[src/rtl/bit_serial_pkg.sv]
// Shared definitions for the serial bit interface: FSM encoding and parity modes.
// Both the transmitting and the sampling blocks import this package.
package bit_serial_pkg;

  typedef enum logic [1:0] {
    S_IDLE  = 2'd0,
    S_SHIFT = 2'd1,
    S_PAR   = 2'd2
  } state_t;

  localparam int unsigned PAR_NONE = 0;
  localparam int unsigned PAR_EVEN = 1;

endpackage

[src/rtl/bit_serializer.sv]
// Parallel-to-serial transmitter: accepts a word over valid/ready and shifts it out
// one bit per clock on a registered d_out, with an optional trailing even-parity bit.
module bit_serializer
  import bit_serial_pkg::*;
#(
  parameter int unsigned WIDTH     = 8,
  parameter bit          MSB_FIRST = 1'b1,
  parameter int unsigned PARITY    = PAR_NONE
) (
  input  logic             clk,
  input  logic             rst_n,
  input  logic [WIDTH-1:0] data_in,
  input  logic             valid_in,
  output logic             ready_out,
  output logic             d_out,
  output logic             frame_out,
  output logic             last_out
);

  localparam int unsigned      CNT_W    = $clog2(WIDTH + 1);
  localparam logic [CNT_W-1:0] LAST_IDX = CNT_W'(WIDTH - 1);
  localparam bit               HAS_PAR  = (PARITY == PAR_EVEN);

  state_t             state_q, state_d;
  logic [CNT_W-1:0]   cnt_q, cnt_d;
  logic [WIDTH-1:0]   shreg_q, shreg_d;
  logic               par_q, par_d;
  logic               d_d, frame_d, last_d;
  logic               accept;

  // First bit of an incoming word / next bit of the held word, and what remains after each.
  logic               load_bit, next_bit;
  logic [WIDTH-1:0]   load_rem, shift_rem;

  generate
    if (MSB_FIRST) begin : g_msb
      assign load_bit  = data_in[WIDTH-1];
      assign load_rem  = {data_in[WIDTH-2:0], 1'b0};
      assign next_bit  = shreg_q[WIDTH-1];
      assign shift_rem = {shreg_q[WIDTH-2:0], 1'b0};
    end else begin : g_lsb
      assign load_bit  = data_in[0];
      assign load_rem  = {1'b0, data_in[WIDTH-1:1]};
      assign next_bit  = shreg_q[0];
      assign shift_rem = {1'b0, shreg_q[WIDTH-1:1]};
    end
  endgenerate

  // Ready while idle or while the final bit of the current frame is on the wire.
  assign ready_out = (state_q == S_IDLE) || (state_q == S_PAR) ||
                     ((state_q == S_SHIFT) && (cnt_q == LAST_IDX) && !HAS_PAR);
  assign accept    = valid_in && ready_out;

  always_ff @(posedge clk or negedge rst_n) begin
    if (!rst_n) begin
      state_q   <= S_IDLE;
      cnt_q     <= '0;
      shreg_q   <= '0;
      par_q     <= 1'b0;
      d_out     <= 1'b0;
      frame_out <= 1'b0;
      last_out  <= 1'b0;
    end else begin
      state_q   <= state_d;
      cnt_q     <= cnt_d;
      shreg_q   <= shreg_d;
      par_q     <= par_d;
      d_out     <= d_d;
      frame_out <= frame_d;
      last_out  <= last_d;
    end
  end

  always_comb begin
    state_d = state_q;
    cnt_d   = cnt_q;
    shreg_d = shreg_q;
    par_d   = par_q;
    d_d     = 1'b0;
    frame_d = 1'b0;
    last_d  = 1'b0;

    case (state_q)
      S_IDLE: begin
        cnt_d = '0;
      end
      S_SHIFT: begin
        if (cnt_q != LAST_IDX) begin
          shreg_d = shift_rem;
          d_d     = next_bit;
          cnt_d   = cnt_q + CNT_W'(1);
          frame_d = 1'b1;
          last_d  = ((cnt_q + CNT_W'(1)) == LAST_IDX) && !HAS_PAR;
        end else if (HAS_PAR) begin
          state_d = S_PAR;
          d_d     = par_q;
          frame_d = 1'b1;
          last_d  = 1'b1;
        end else begin
          state_d = S_IDLE;
          cnt_d   = '0;
        end
      end
      S_PAR: begin
        state_d = S_IDLE;
        cnt_d   = '0;
      end
      default: begin
        state_d = S_IDLE;
        cnt_d   = '0;
      end
    endcase

    // A handshake always starts a fresh frame, overriding the end-of-frame decision.
    if (accept) begin
      state_d = S_SHIFT;
      cnt_d   = '0;
      shreg_d = load_rem;
      par_d   = ^data_in;
      d_d     = load_bit;
      frame_d = 1'b1;
      last_d  = 1'b0;
    end
  end

endmodule

[config.mk]
export PLATFORM = sky130hd
export DESIGN_NAME = bit_serializer
export DESIGN_NICKNAME = d
export VERILOG_FILES = /design/src/rtl/bit_serial_pkg.sv /design/src/rtl/bit_serializer.sv
export SDC_FILE = /design/constraint.sdc
export NUM_CORES = 1
export LEC_CHECK = 0
export ABC_AREA = 1
export BUFFER_PORTS_ARGS = -buffer_cell sky130_fd_sc_hd__buf_2
export CELL_PAD_IN_SITES_DETAIL_PLACEMENT = 0
export CELL_PAD_IN_SITES_GLOBAL_PLACEMENT = 1
export CORE_MARGIN = 2
export CORE_UTILIZATION = 45
export CTS_BUF_LIST = sky130_fd_sc_hd__clkbuf_8
export DETAILED_ROUTE_END_ITERATION = 7
export GPL_ROUTABILITY_DRIVEN = 0
export HOLD_SLACK_MARGIN = 0.02
export PLACE_DENSITY_LB_ADDON = 0.1
export SYNTH_ARGS = -nofsm -noshare
export SYNTH_HDL_FRONTEND = slang
export SYNTH_SLANG_ARGS = --single-unit
[constraint.sdc]
create_clock -name clk -period 3.34 [get_ports clk]
set_input_delay 0.334 -clock clk [delete_from_list [all_inputs] [get_ports clk]]
set_output_delay 0.334 -clock clk [all_outputs]
set_load 0.01 [all_outputs]
# ---- Word-level counts from Yosys, hierarchy flattened
# Index checks and enable logic that the tools add are counted.
dict set report word_totals {
  in_bits 11
  word_cells 41
  ff_bits 17
}
dict set report op_classes {
  n_eq_ne 7
  reduce_logical 9
  n_mux 18
  add_sub_neg 1
}
# cell count
set op_table {}
lappend op_table {{$mux W8} 3}
lappend op_table {{$mux W4} 3}
lappend op_table {{$mux W1} 9}
lappend op_table {{$eq A4 B3 Y1 const B} 2}
lappend op_table {{$add A4 B1 Y4 const B} 1}
lappend op_table {{$mux W2} 2}
lappend op_table {{$ne A4 B3 Y1 const B} 1}
lappend op_table {{$pmux W2 S2} 1}
lappend op_table {{$reduce_and A2 Y1} 2}
lappend op_table {{$reduce_bool A2 Y1} 2}
lappend op_table {{$ne A3 B3 Y1 const B} 1}
lappend op_table {{$eq A2 B1 Y1 const B} 1}
lappend op_table {{$eq A2 B2 Y1 const B} 1}
lappend op_table {{$logic_and A1 B1 Y1} 2}
lappend op_table {{$logic_not A2 Y1} 1}
lappend op_table {{$logic_or A1 B1 Y1} 2}
lappend op_table {{$ne A2 B2 Y1 const B} 1}

# ---- Logic depth before layout (Yosys ltp)
# Gate-level depths: netlist of run 1.
dict set report logic_depth {
  ltp_word 6
  depth_mapped 6
  ltp_nobuf 5
}

# ---- Worst setup path before layout of run 1
# OpenSTA, ideal clock, no wires.
dict set report synth_path {
  kind {reg-to-output}
  from {reg cnt_q[0]}
  to {out ready_out}
  slack_ns 1.993
  n_path_buf 1
  arrival_time_ns 1.013
  t_required_ns 3.006
  stages_incl_launch_ff 5
  cell_sequence {dfrtp_1 -> ha_1 -> nand3_4 -> nand2_8 -> buf_12}
}
dict set report synth_via {
  elab_chain_cells 3
}
# element line
set synth_rtl {}
lappend synth_rtl {{from (decl)} bit_serializer.sv:25} ;# logic [CNT_W-1:0] cnt_q, cnt_d;
lappend synth_rtl {{from (signal assigned)} bit_serializer.sv:65} ;# cnt_q <= cnt_d;
lappend synth_rtl {{$eq A4 B3 Y1} bit_serializer.sv:51} ;# ((state_q == S_SHIFT) && (cnt_q == LAST_IDX) && !HAS_PAR);
lappend synth_rtl {{$logic_and A1 B1 Y1} bit_serializer.sv:51}
lappend synth_rtl {{$logic_or A1 B1 Y1} bit_serializer.sv:50} ;# assign ready_out = (state_q == S_IDLE) || (state_q == S_PAR) ||
lappend synth_rtl {{to (decl)} bit_serializer.sv:14} ;# output logic ready_out,
# Every way passes these cells.

# ---- Worst setup path after layout of run 1
# Ends and elaborated chain as after synthesis.

==> summary by stage, run 1 <==
Critical path
Along the worst path, the maximum fanout reaches 19. Walking the worst path, the cells encountered are ha_1 -> nand3_4 -> nand2_8 -> buf_2. Data arrives at the worst endpoint at 1400 ps. The maximum cell stage delay along the critical path is 400 ps. The critical path launch point is cnt_q[0]$_DFF_PN0_.

The number of cells traversed by the worst register-to-register path is 5. The critical path ends at ready_out. STA classifies the critical path startpoint as a register. The endpoint identified for the worst register-to-register timing path is shreg_q[6]$_DFFE_PN0P_. The startpoint of the most critical register-to-register path is cnt_q[0]$_DFF_PN0_.

The required arrival time at the worst endpoint is 3010 ps. The critical path in this run is classified as register to output port. The cell with the largest stage delay on the worst path is dfrtp_1. The worst-case register-to-register setup slack is 2060 ps. The kind of end point of the critical path is an output port.

Placement
Input and output buffers added on the ports amount to 14. The post-detailed-placement half-perimeter wirelength is 831.2 um.

Clocking
The tree is rooted in a clkbuf_8. The clock passes through at most 2 buffers. The number of clock sinks is 15. The TritonCTS clock tree is done.

Clock-pin slew was measured on the worst setup and hold paths at 60 ps. The number of resized instances in the post-cts repair step is 0. The insertion delay to the later sink of the worst-skew pair is 240 ps. In this run, CTS created clock tree buffers numbering 3. In this run the number of H-tree levels came out at 1.

Global route
The total routing resource utilization after global routing is 0.1532. The number of global-route vias before repair came to 505. The largest net degree at the start of global routing is 20. For this run the aggregate overflow at the end of global routing stands at 0. The initial antenna violation count is 0. The global-route wire length before repair is 2201 um.

Power
The switching share of total power is 0.3669. Of the total power, registers draw 0.445. The combinational fraction of design power is 0.351. The design draws 0.6859 mW. The fraction of power consumed by the clock network is 0.204. For this design the ratio of total power to cell area is 796.8 nW/um2. Summed over all cells, the static leakage comes to 0.4349 nW. In this run the power spent charging and discharging nets is 0.2517 mW. The internal portion of the total power is 0.4342 mW.

The worst ir drop on vdd is 0.4052 mV.

Floorplan
During I/O placement, the number of pins put on the boundary was 15. The initial utilization of the core area, before any placement, comes to 0.4878. The total area inside the core boundary comes to 1541 um2.

The initialized floorplan defines 14 standard-cell rows. The total die area is 2014 um2. Measured along the x axis, the die boundary spans 44.88 um. The floorplan die height is 44.88 um.

Timing
The clock arrives with 1.512 ps of skew. The setup TNS is 0 ps. The slew at the pin with the worst max-slew slack is 490.8 ps. The number of slew-limit violations in the final report is 0. Measured against its own limit, the worst slew margin works out to 0.6728. The routed design could run at a clock period as short as 1736 ps. For this run, the top clock speed supported by timing is 576.1 MHz.

The final critical-path share of the clock period is 0.5197. The number of hold violations in the final report is 0. The number of setup violations in the final report is 0.

Setup repair after global routing left no endpoint under its margin.

Run
The max capacitance violation total is 0.

Synth
Yosys mapped the design onto 16 distinct sky130hd cell types. The cell area after synthesis is 752.0 um2. The synthesized design contains 15 register bits.

The synthesized instance count is 69. The average instance area after synthesis is 10.90 um2. The number of nets handed over by synthesis was 82. The part of the Yosys area used for sequential elements is 0.4992.

During synthesis, Yosys emitted a total of 0 warnings.

Route
Across all layers, the routed design uses 520 vias. After detailed routing, the average wire length per cell comes to 12.01 um. For this run, the detailed router's first-pass iteration total came to 2. The per-cell via count in the routed design is 5.149. For this run, design rule violations remaining after detail routing come to 0. Wires add up to 1213 um. The DRC marker count from the first detailed-route iteration is 2. The detail route stage leaves a number of antenna-violating nets equal to 0.

Hold path
The min-delay analysis places its worst path in the category primary input to register. The startpoint identified for the worst hold timing path is data_in[7].

Layout
The layout filler cell count is 149. The final layout contains 99 nets. The area overhead of the layout relative to synthesis is 14.48%. The share of layout cells above drive strength 1 is 0.3529. The number of antenna diodes is 0.

Outcome
The flow ran to the end, and the final reports show no timing, DRC or antenna violations.
worst min path at each step:
stage | to | slack, ps | cells after the start
finish | d_out$_DFF_PN0_ | 320 | 3
floorplan | cnt_q[0]$_DFF_PN0_ | 40 | 0
CTS | d_out$_DFF_PN0_ | 310 | 3
global route | d_out$_DFF_PN0_ | 330 | 3
global placement | last_out$_DFF_PN0_ | 250 | 1
detailed placement | last_out$_DFF_PN0_ | 260 | 1
through the flow:
stage	utilization	instance area (um2)	setup slack, ps	hold WS (ps)	std cells
2_1_floorplan	-	752.0	1993	38.41	69
3_3_place_gp	0.5227	805.8	1891	254.4	96
3_5_place_dp	0.5227	805.8	1867	260.6	96
4_1_cts	0.5584	860.8	1601	311.8	101
5_1_grt	0.5584	860.8	1540	325.2	101
6_report	0.5584	860.8	1604	317.7	101
critical path: cells and delay by family, from the launching register on:
kind	cells	cell delay [ps]
buffers and inverters	1	190
flip-flops	1	400
AND/OR/NAND/NOR	2	300
adder cells (fa/ha/maj)	1	260
kinds of logic (layout without fill, tap and decap cells):
| logic type | Yosys count | in the layout | synth area share |
|---|---|---|---|
| simple gates | 41 | 41 | 0.3577 |
| fa+ha+maj | 2 | 2 | 0.03327 |
| xor+xnor | 3 | 3 | 0.03495 |
| buf+inv | 7 | 23 | 0.06822 |
| compound gates | 1 | 1 | 0.006649 |
| flops | 15 | 15 | 0.4992 |
repair_timing:
item                                    CTS  global route
hold buffers                              1             0
hold endpoints to repair                 15             0
setup buffers                             0             0
endpoints found under the setup margin    0             0
final cells by class:
class                           instances  area [um2]  area share
Clock buffer                            3       41.29     0.04797
Inverter                                4       15.01     0.01744
Timing Repair Buffer                   15       80.08     0.09302
Clock inverter                          1       3.754    0.004360
Multi-Input combinational cell         47       325.3      0.3779
Tap cell                               16       20.02     0.02326
Sequential cell                        15       375.4      0.4360
registers in the layout, summed over array words and instances, names as in the netlist:
signal and cells:
cnt_q 4, d_out 1, frame_out 1, last_out 1, shreg_q 7, state_q 1
power by group through the flow:
stage | clock network, mW | logic (mW) | registers [mW]
3_3_place_gp | 0 | 0.242 | 0.309
3_5_place_dp | 0 | 0.243 | 0.308
5_1_grt | 0.155 | 0.278 | 0.316
6_report | 0.140 | 0.241 | 0.305
2_1_floorplan | 0 | 0.218 | 0.300
4_1_cts | 0.146 | 0.244 | 0.306
cells in the final DEF (no fill, tap or decap), drive strengths merged:
cell type	count
and2	1
nand2	5
nand3	31
buf	14
xor2	3
inv	5
dlygate4sd3	1
ha	2
dfrtp	15
clkbuf	3
o21ai	1
nor2	4
synth_stat cells (all sizes together):
master	n	area, um2
nand3	31	212.7
dfrtp	15	375.4
nand2	5	35.03
inv	4	15.02
nor2	4	15.01
buf	3	36.28
xor2	3	26.28
ha	2	25.02
and2	1	6.260
o21ai	1	5.000
routing by layer:
metal	track usage	up-vias	routed length, um
met5	0	-	0
met4	0.03529	0	0
met3	0.06000	0	81
met2	0.2261	16	520
met1	0.2139	239	611
li1	-	265	-
(Power assumes the default switching activity.)
==> run 2, diff against run 1 <==
--- a/config.mk
+++ b/config.mk
@@ -5,12 +5,12 @@
 export SDC_FILE = /design/constraint.sdc
 export NUM_CORES = 1
 export LEC_CHECK = 0
-export ABC_AREA = 1
+export ABC_AREA = 0
 export BUFFER_PORTS_ARGS = -buffer_cell sky130_fd_sc_hd__buf_2
 export CELL_PAD_IN_SITES_DETAIL_PLACEMENT = 0
 export CELL_PAD_IN_SITES_GLOBAL_PLACEMENT = 1
 export CORE_MARGIN = 2
-export CORE_UTILIZATION = 45
+export CORE_UTILIZATION = 43
 export CTS_BUF_LIST = sky130_fd_sc_hd__clkbuf_8
 export DETAILED_ROUTE_END_ITERATION = 7
 export GPL_ROUTABILITY_DRIVEN = 0
==> constraint.sdc (replaced) <==
create_clock -name clk -period 1.6 [get_ports clk]
set_input_delay 0.16 -clock clk [delete_from_list [all_inputs] [get_ports clk]]
set_output_delay 0.16 -clock clk [all_outputs]
set_load 0.01 [all_outputs]
==> run 2 against run 1 <==
Compared with the run above:
- clock skew barely moved
- non-clock buffer count rose by 5
- hold slack got worse by 160 ps
- setup slack got worse by 1500 ps
- count of clock-buffer cells in the layout did not move
- sequential share of layout area fell by 1.8 points
- global-route usage fell by 1.6 points
- combinational power rose to 2.6 times the previous value
- critical path type unchanged
- largest cell class unchanged
==> summary by stage, run 2 <==
Outcome
The run finished with clean final reports.

Critical path
The critical-path maximum fanout was 7 (-12). STA classifies the critical path startpoint as a register. The worst register-to-register path ends at shreg_q[4]$_DFFE_PN0P_. The number of cells traversed by the worst register-to-register path is 5 (unchanged).

The maximum cell stage delay along the critical path is 410 ps (about the same). Walking the worst path, the cells encountered are ha_1 -> nand3b_1 -> nand2_4 -> buf_2. The worst-case register-to-register setup slack was 90 ps (-1970 ps). The worst register-to-register path begins at cnt_q[0]$_DFF_PN0_. The kind of critical path is register to output port. The critical path arrival is 1350 ps (-50 ps). The largest individual stage delay along the critical path comes from the cell dfrtp_1. The required arrival time at the worst endpoint was 1440 ps (-1570 ps). STA classifies the critical path endpoint as an output port.

Synth
In the synthesized netlist the dominant register cell turns out to be dfrtp_1. The share of flip-flops with an asynchronous set or reset is 1.000 (unchanged). Ranked by instance count, the synthesized netlist is headed by dfrtp_1, mux2_2, mux2_4. The net count after synthesis is 68 (-17%). The count of different cell masters after synthesis is 22 (+6). By area the synthesized netlist is led by dfrtp_1, mux2_2, mux2_4. The average instance area after synthesis is 12.97 um2 (+19%).

The flop and latch count out of synthesis is 15 (unchanged). The part of the Yosys area used for sequential elements is 0.5263 (+0.02715). The area fraction of the dominant cell type after synthesis is 0.5263 (+0.02715). The cell accounting for the most synthesized area is dfrtp_1.

The synthesized instance count is 55 (-20%). The count of synthesis-stage warnings from yosys is 0 (unchanged). The number of flops mapped to enable cells by yosys is 0 (unchanged). The cell area after synthesis came to 713.2 um2 (-5.2%). dfrtp_1 is the most common cell in the netlist.

Clocking
The clock transition at the register clock pins on the worst setup and hold paths after CTS was 60 ps (about the same). The buffer levels on the longest clock path was 2 (unchanged). The number of clock sinks is 15 (unchanged).

The TritonCTS buffer count came to 3 (unchanged). The insertion delay to the later sink of the worst-skew pair came to 250 ps (about the same). The depth of the CTS H-tree is 1 (unchanged). The tree is rooted in a clkbuf_8. The TritonCTS clock tree is done.

Global route
The initial antenna violation count came to 0 (unchanged). The global-route wire length before repair is 1856 um (-16%). The total routing resource utilization after global routing is 0.1374 (-0.01579). The number of global-route vias before repair is 438 (-13%).

The sum of overflow across all layers after global routing is 0 (unchanged). The largest net degree at the start of global routing is 16 (-20%).

Layout
The register name with the most flops is shreg_q. The most common library cell in the layout ignoring fill and taps is dfrtp_1. The final layout net count is 91 (-8.1%). The post-route cell area is 897.1 um2 (+4.2%).

The share of layout cells above drive strength 1 was 0.4416 (+0.08862). The largest registers in the layout are shreg_q x7, cnt_q x4. The utilization of the core after routing came to 0.5887 (+0.03023).

The non-filler instance count after layout is 93 (-7.9%). The number of flip-flops under the largest register name came to 7 (unchanged). The number of antenna diodes is 0 (unchanged). The library cells used most frequently in the layout, excluding fill and tap cells, are dfrtp_1, buf_2, mux2_2.

From synthesis to final layout, the design area changed by 25.79%.

Power
The worst ir drop on vdd is 0.8257 mV (+100%). The power density over the cells was 1743 nW/um2 (+120%). The reported leakage power is 0.4459 nW (+2.5%).

Placement
The cell total after placement is 83 (-14%). The placed standard-cell area was 787.0 um2 (-2.3%). The post-detailed-placement half-perimeter wirelength is 768.9 um (-7.5%). The post-placement setup slack was 79.42 ps (-1788 ps). The count of input and output buffers came to 14 (unchanged).

Hold path
The worst hold path endpoint is d_out$_DFF_PN0_. The worst min-delay path category is primary input to register. The critical hold path startpoint is data_in[7]. The count of cells along the worst hold path is 3 (unchanged).

Run
The max capacitance violation total is 0 (unchanged).

Route
The per-cell via count in the routed design is 4.860 (-5.6%). The total via count after detailed routing is 452 (-13%). The number of detailed-route iterations in the first pass was 1 (-1).

The final routed DRC violation total is 0 (unchanged). The number of antenna-violating nets in the routed design came to 0 (unchanged). The overall routed net length is 1120 um (-7.7%).

The per-cell routed wire length is 12.04 um (+0.28%). The DRC marker count from the first detailed-route iteration is 0 (-2).

Timing
Setup repair after global routing left no endpoint under its margin. The post-route worst setup slack is 87.71 ps (-1517 ps). The number of slew-limit violations in the final report was 0 (unchanged).

The number of setup violations in the final report is 0 (unchanged). The setup TNS is 0 ps (unchanged). The number of hold violations in the final report was 0 (unchanged). The clock skew after layout is 1.699 ps (+0.1874 ps). The relative slew slack was 0.7805 (+0.1077). For this run, the top clock speed supported by timing is 661.2 MHz.

Dividing the final minimum period by the clock period gives 0.9452. The routed design could run at a clock period as short as 1512 ps. The slew at the pin with the worst max-slew slack is 329.3 ps (-161.5 ps).

Floorplan
The core outline area is 1524 um2 (-1.1%). The cell row count is 14 (unchanged). The floorplan die width is 44.73 um (-0.35%). The total die area is 2000 um2 (-0.69%). The effective utilization at floorplan is 0.4680 (-0.01984). The floorplan die height is 44.73 um (-0.35%). The number of top-level design ports is 15 (unchanged).
==> run 2: changes by cell type after synthesis, sizes merged, moves of 2 or more <==
| cell | delta |
|---|---|
| nand3 | -30 |
| mux2 | +11 |
| nand4b | +2 |
| inv | -2 |
| nor2 | -3 |
| mux2i | +2 |
| nand2b | +3 |
| a21oi | +2 |
==> run 2: cells by family after synthesis <==
family / after synthesis / synth area share
multiplexers: 13 / 0.2228
AND/OR/NAND/NOR: 14 / 0.1158
flip-flops: 15 / 0.5263
adder cells (fa/ha/maj): 2 / 0.03508
buffers and inverters: 4 / 0.03333
AO/OA/AOI/OAI: 4 / 0.02982
XOR/XNOR: 3 / 0.03685
==> run 2: cell type report <==
cell class                 count  area [um2]
fill                         128       626.9
sequential                    15       375.4
multi-input combinational     36       319.1
timing repair buffer          20       130.1
clock buffer                   3       41.29
tap                           16       20.02
inverter                       2       7.507
clock inverter                 1       3.754
==> run 2: how the worst max path moves through the flow <==
stage                            start                endpoint  slack, ps
global route        cnt_q[0]$_DFF_PN0_               ready_out          9
finish              cnt_q[0]$_DFF_PN0_               ready_out         90
CTS                 cnt_q[0]$_DFF_PN0_               ready_out         10
global placement    cnt_q[0]$_DFF_PN0_  shreg_q[7]$_DFFE_PN0P_        110
floorplan           cnt_q[0]$_DFF_PN0_  shreg_q[3]$_DFFE_PN0P_        200
detailed placement  cnt_q[0]$_DFF_PN0_  shreg_q[2]$_DFFE_PN0P_         80
==> run 2: through the flow <==
| step | power, mW | hold WS (ps) |
|---|---|---|
| 6_report | 1.563 | 160.0 |
| 5_1_grt | 1.669 | 164.9 |
| 4_1_cts | 1.467 | 148.9 |
| 3_5_place_dp | 1.142 | 82.72 |
| 3_3_place_gp | 1.148 | 79.55 |
| 2_1_floorplan | 1.043 | -135.6 |
==> run 2: critical path, delay by kind of cell (launching register included) <==
kind | cells | cell delay (ps)
adders and majority gates | 1 | 260
buffers and inverters | 1 | 160
DFF | 1 | 410
and+or+nand+nor | 2 | 270
==> run 2: where the power goes <==
| group | total, mW | switching (mW) | internal, mW |
|---|---|---|---|
| sequential | 0.627 | 0.107 | 0.521 |
| clock | 0.298 | 0.128 | 0.170 |
| combinational | 0.638 | 0.246 | 0.392 |
==> run 2: per-layer routing <==
metal  track usage  routed length, um  vias up
met2        0.1942                492       13
li1              -                  -      230
met3       0.03600                 52        3
met5             0                  0        -
met1        0.1771                541      206
met4        0.1091                 33        0
==> run 2: repair_timing <==
item | CTS | global route
endpoints found under the setup margin | 1 | 1
hold buffers | 1 | 0
setup buffers | 0 | 5
hold endpoints to repair | 15 | 0
resized for setup | 1 | 0
pin swaps | 0 | 1
==> run 3, diff against run 2 <==
--- a/config.mk
+++ b/config.mk
@@ -6,16 +6,16 @@
 export NUM_CORES = 1
 export LEC_CHECK = 0
 export ABC_AREA = 0
-export BUFFER_PORTS_ARGS = -buffer_cell sky130_fd_sc_hd__buf_2
+export BUFFER_PORTS_ARGS = -buffer_cell sky130_fd_sc_hd__buf_4
 export CELL_PAD_IN_SITES_DETAIL_PLACEMENT = 0
 export CELL_PAD_IN_SITES_GLOBAL_PLACEMENT = 1
-export CORE_MARGIN = 2
 export CORE_UTILIZATION = 43
 export CTS_BUF_LIST = sky130_fd_sc_hd__clkbuf_8
 export DETAILED_ROUTE_END_ITERATION = 7
 export GPL_ROUTABILITY_DRIVEN = 0
 export HOLD_SLACK_MARGIN = 0.02
 export PLACE_DENSITY_LB_ADDON = 0.1
+export SETUP_SLACK_MARGIN = 0.4
 export SYNTH_ARGS = -nofsm -noshare
 export SYNTH_HDL_FRONTEND = slang
 export SYNTH_SLANG_ARGS = --single-unit
==> run 3 against run 2 <==
Compared with the run above:
- wire length grew 18%
- clock power is essentially flat
- setup slack gained 91 ps
- non-clock buffer count grew 8
- via count grew 11%
- sequential power shrank 1%
- design area grew 13%
- maximum frequency grew 6.4%
==> summary by stage, run 3 (synthesis gave the netlist of run 2 again) <==
Outcome
The run finished with clean final reports.

Critical path
The combined buffer and inverter count along the critical path is 1 (unchanged). The cell with the largest stage delay on the worst path is dfrtp_1. The number of cells traversed by the worst register-to-register path is 5 (unchanged).

The maximum cell stage delay along the critical path is 400 ps (about the same). STA classifies the critical path startpoint as a register. The cell class contributing the biggest share of worst-path delay is flip-flops. The worst register-to-register path begins at cnt_q[1]$_DFF_PN0_. The critical path arrival is 1550 ps (+200 ps). The endpoint of the most critical setup path is shreg_q[7]$_DFFE_PN0P_. The worst register-to-register path ends at shreg_q[7]$_DFFE_PN0P_.

The worst-case register-to-register setup slack is 180 ps (+90 ps). The signal on the critical path passes through ha_2 -> nand3b_1 -> nand2_4 -> buf_4 -> mux2_4. The critical path launch point is cnt_q[1]$_DFF_PN0_. The kind of end point of the critical path is a register. The required arrival time at the worst endpoint is 1730 ps (+290 ps). The count of cell instances traversed by the critical path is 5 (+1).

The critical path is of the register to register type. The critical-path maximum fanout is 8 (+1).

Layout
The area of combinational cells with multiple inputs is 329.1 um2 (+3.1%). Leaving out fill and tap cells, the most frequent cells in the layout are buf_4, dfrtp_1, mux2_4. The non-filler instance count after layout is 101 (+8.6%). The layout filler cell count was 131 (+2.3%).

The number of flip-flops under the largest register name is 7 (unchanged). The flip-flop and latch area is 375.4 um2 (unchanged). The register name with the most flops is shreg_q. The final layout net count is 99 (+8.8%). From synthesis to final layout, the design area changed by 42.10%. Leaving out fill and tap cells, the most frequent cell in the layout is buf_4. In the final layout, the registers with the most flip-flops are shreg_q x7, cnt_q x4.

The number of antenna diodes is 0 (unchanged). The share of layout cells above drive strength 1 is 0.5059 (+0.06432).

Power
The post-layout total power is 1.778 mW (+14%). The worst ir drop on vdd is 0.9470 mV (+15%). The reported leakage power was 0.5001 nW (+12%). The power density over the cells came to 1754 nW/um2 (+0.67%).

Timing
The maximum clock frequency came to 703.7 MHz (+6.4%). The clock skew after layout was 3.682 ps (+1.983 ps). The number of slew-limit violations in the final report came to 0 (unchanged). The setup TNS is 0 ps (unchanged). The relative slew slack was 0.8122 (+0.03174). The number of setup violations in the final report is 0 (unchanged). The number of hold violations in the final report is 0 (unchanged). Setup repair after global routing could not meet its margin everywhere. The time the worst path needs with I/O delays and setup was 1421 ps (-91.31 ps). The final critical-path share of the clock period is 0.8881 (-0.05707).

The slew at the pin with the worst max-slew slack came to 281.7 ps (-47.60 ps).

Clocking
The depth of the CTS H-tree is 1 (unchanged). TritonCTS built the clock tree. The TritonCTS buffer count is 3 (unchanged). The cell chosen for the clock root is clkbuf_8. The clock transition at the register clock pins on the worst setup and hold paths after CTS was 60 ps (about the same).

The insertion delay to the later sink of the worst-skew pair is 240 ps (about the same). The buffer levels on the longest clock path is 2 (unchanged). The number of clock sinks is 15 (unchanged).

Hold path
The count of cells along the worst hold path is 3 (unchanged). The min-delay analysis places its worst path in the category primary input to register.

Floorplan
The floorplan die width is 42.73 um (-4.5%). The core outline area is 1524 um2 (unchanged). The number of top-level design ports is 15 (unchanged). The effective utilization at floorplan came to 0.4680 (unchanged). The total die area is 1825 um2 (-8.7%). The floorplan die height is 42.73 um (-4.5%). The cell row count is 14 (unchanged).

Global route
The global-route wire length before repair is 2083 um (+12%). The total routing resource utilization after global routing is 0.1555 (+0.01809). The number of global-route vias before repair came to 491 (+12%).

The sum of overflow across all layers after global routing is 0 (unchanged). The largest net degree at the start of global routing is 16 (unchanged). The initial antenna violation count was 0 (unchanged).

Route
The per-cell routed wire length is 13.06 um (+8.4%). The number of antenna-violating nets in the routed design is 0 (unchanged). The DRC marker count from the first detailed-route iteration is 5 (+5). The number of detailed-route iterations in the first pass is 3 (+2).

The per-cell via count in the routed design is 4.970 (+2.3%). The total via count after detailed routing was 502 (+11%). The overall routed net length came to 1319 um (+18%). The final routed DRC violation total is 0 (unchanged).

Placement
The count of input and output buffers is 14 (unchanged). The cell total after placement is 83 (unchanged). The post-detailed-placement half-perimeter wirelength is 798.6 um (+3.9%).

Run
The max capacitance violation total is 0 (unchanged).
run 3: layer usage:
layer | GRT usage | up-vias | routed length, um
li1 | - | 246 | -
met1 | 0.1978 | 242 | 579
met2 | 0.2545 | 14 | 678
met3 | 0.05106 | 0 | 61
met4 | 0.03750 | 0 | 0
met5 | 0 | - | 0
run 3: worst register-to-register path: stages (launching register included):
cell	delay, ps
dfrtp_1	400
ha_2	200
nand3b_1	140
nand2_4	120
buf_4	170
mux2_4	280
run 3: area by class of cell:
class	count	area share
multi-input cells	36	0.3247
repair buffers	28	0.2333
clock buffers	3	0.04074
clock inverters	1	0.003704
well taps	16	0.01975
flip-flops and latches	15	0.3704
inverters	2	0.007407
run 3: worst min path at each step:
stage | from | endpoint | slack [ps]
after floorplan | rst_n | cnt_q[0]$_DFF_PN0_ | -140
after global placement | rst_n | last_out$_DFF_PN0_ | 30
after detailed placement | rst_n | last_out$_DFF_PN0_ | 20
after CTS | data_in[7] | d_out$_DFF_PN0_ | 180
after global routing | data_in[7] | d_out$_DFF_PN0_ | 180
final | data_in[7] | d_out$_DFF_PN0_ | 180
run 3: report_power, final:
group / total (mW) / switching (mW) / internal, mW
Combinational: 0.862 / 0.310 / 0.552
Sequential: 0.620 / 0.0992 / 0.521
Clock: 0.296 / 0.127 / 0.169
run 3: metrics by stage:
stage | utilization | instance area, um2 | hold WS (ps) | setup slack (ps)
final | 0.6650 | 1013 | 176.5 | 179.0
after global routing | 0.6650 | 1013 | 180.6 | 146.1
after CTS | 0.6355 | 968.4 | 176.4 | 186.6
after detailed placement | 0.5411 | 824.5 | 23.22 | 87.03
after global placement | 0.5411 | 824.5 | 25.84 | 125.2
after floorplan | - | 715.7 | -135.6 | 242.1
run 3: what timing repair did:
action,4_1_cts,5_1_grt
setup endpoints to repair,12,12
resized for setup,4,2
hold buffers,1,0
pin swaps,2,2
setup buffers,8,5
hold endpoints to repair,15,0
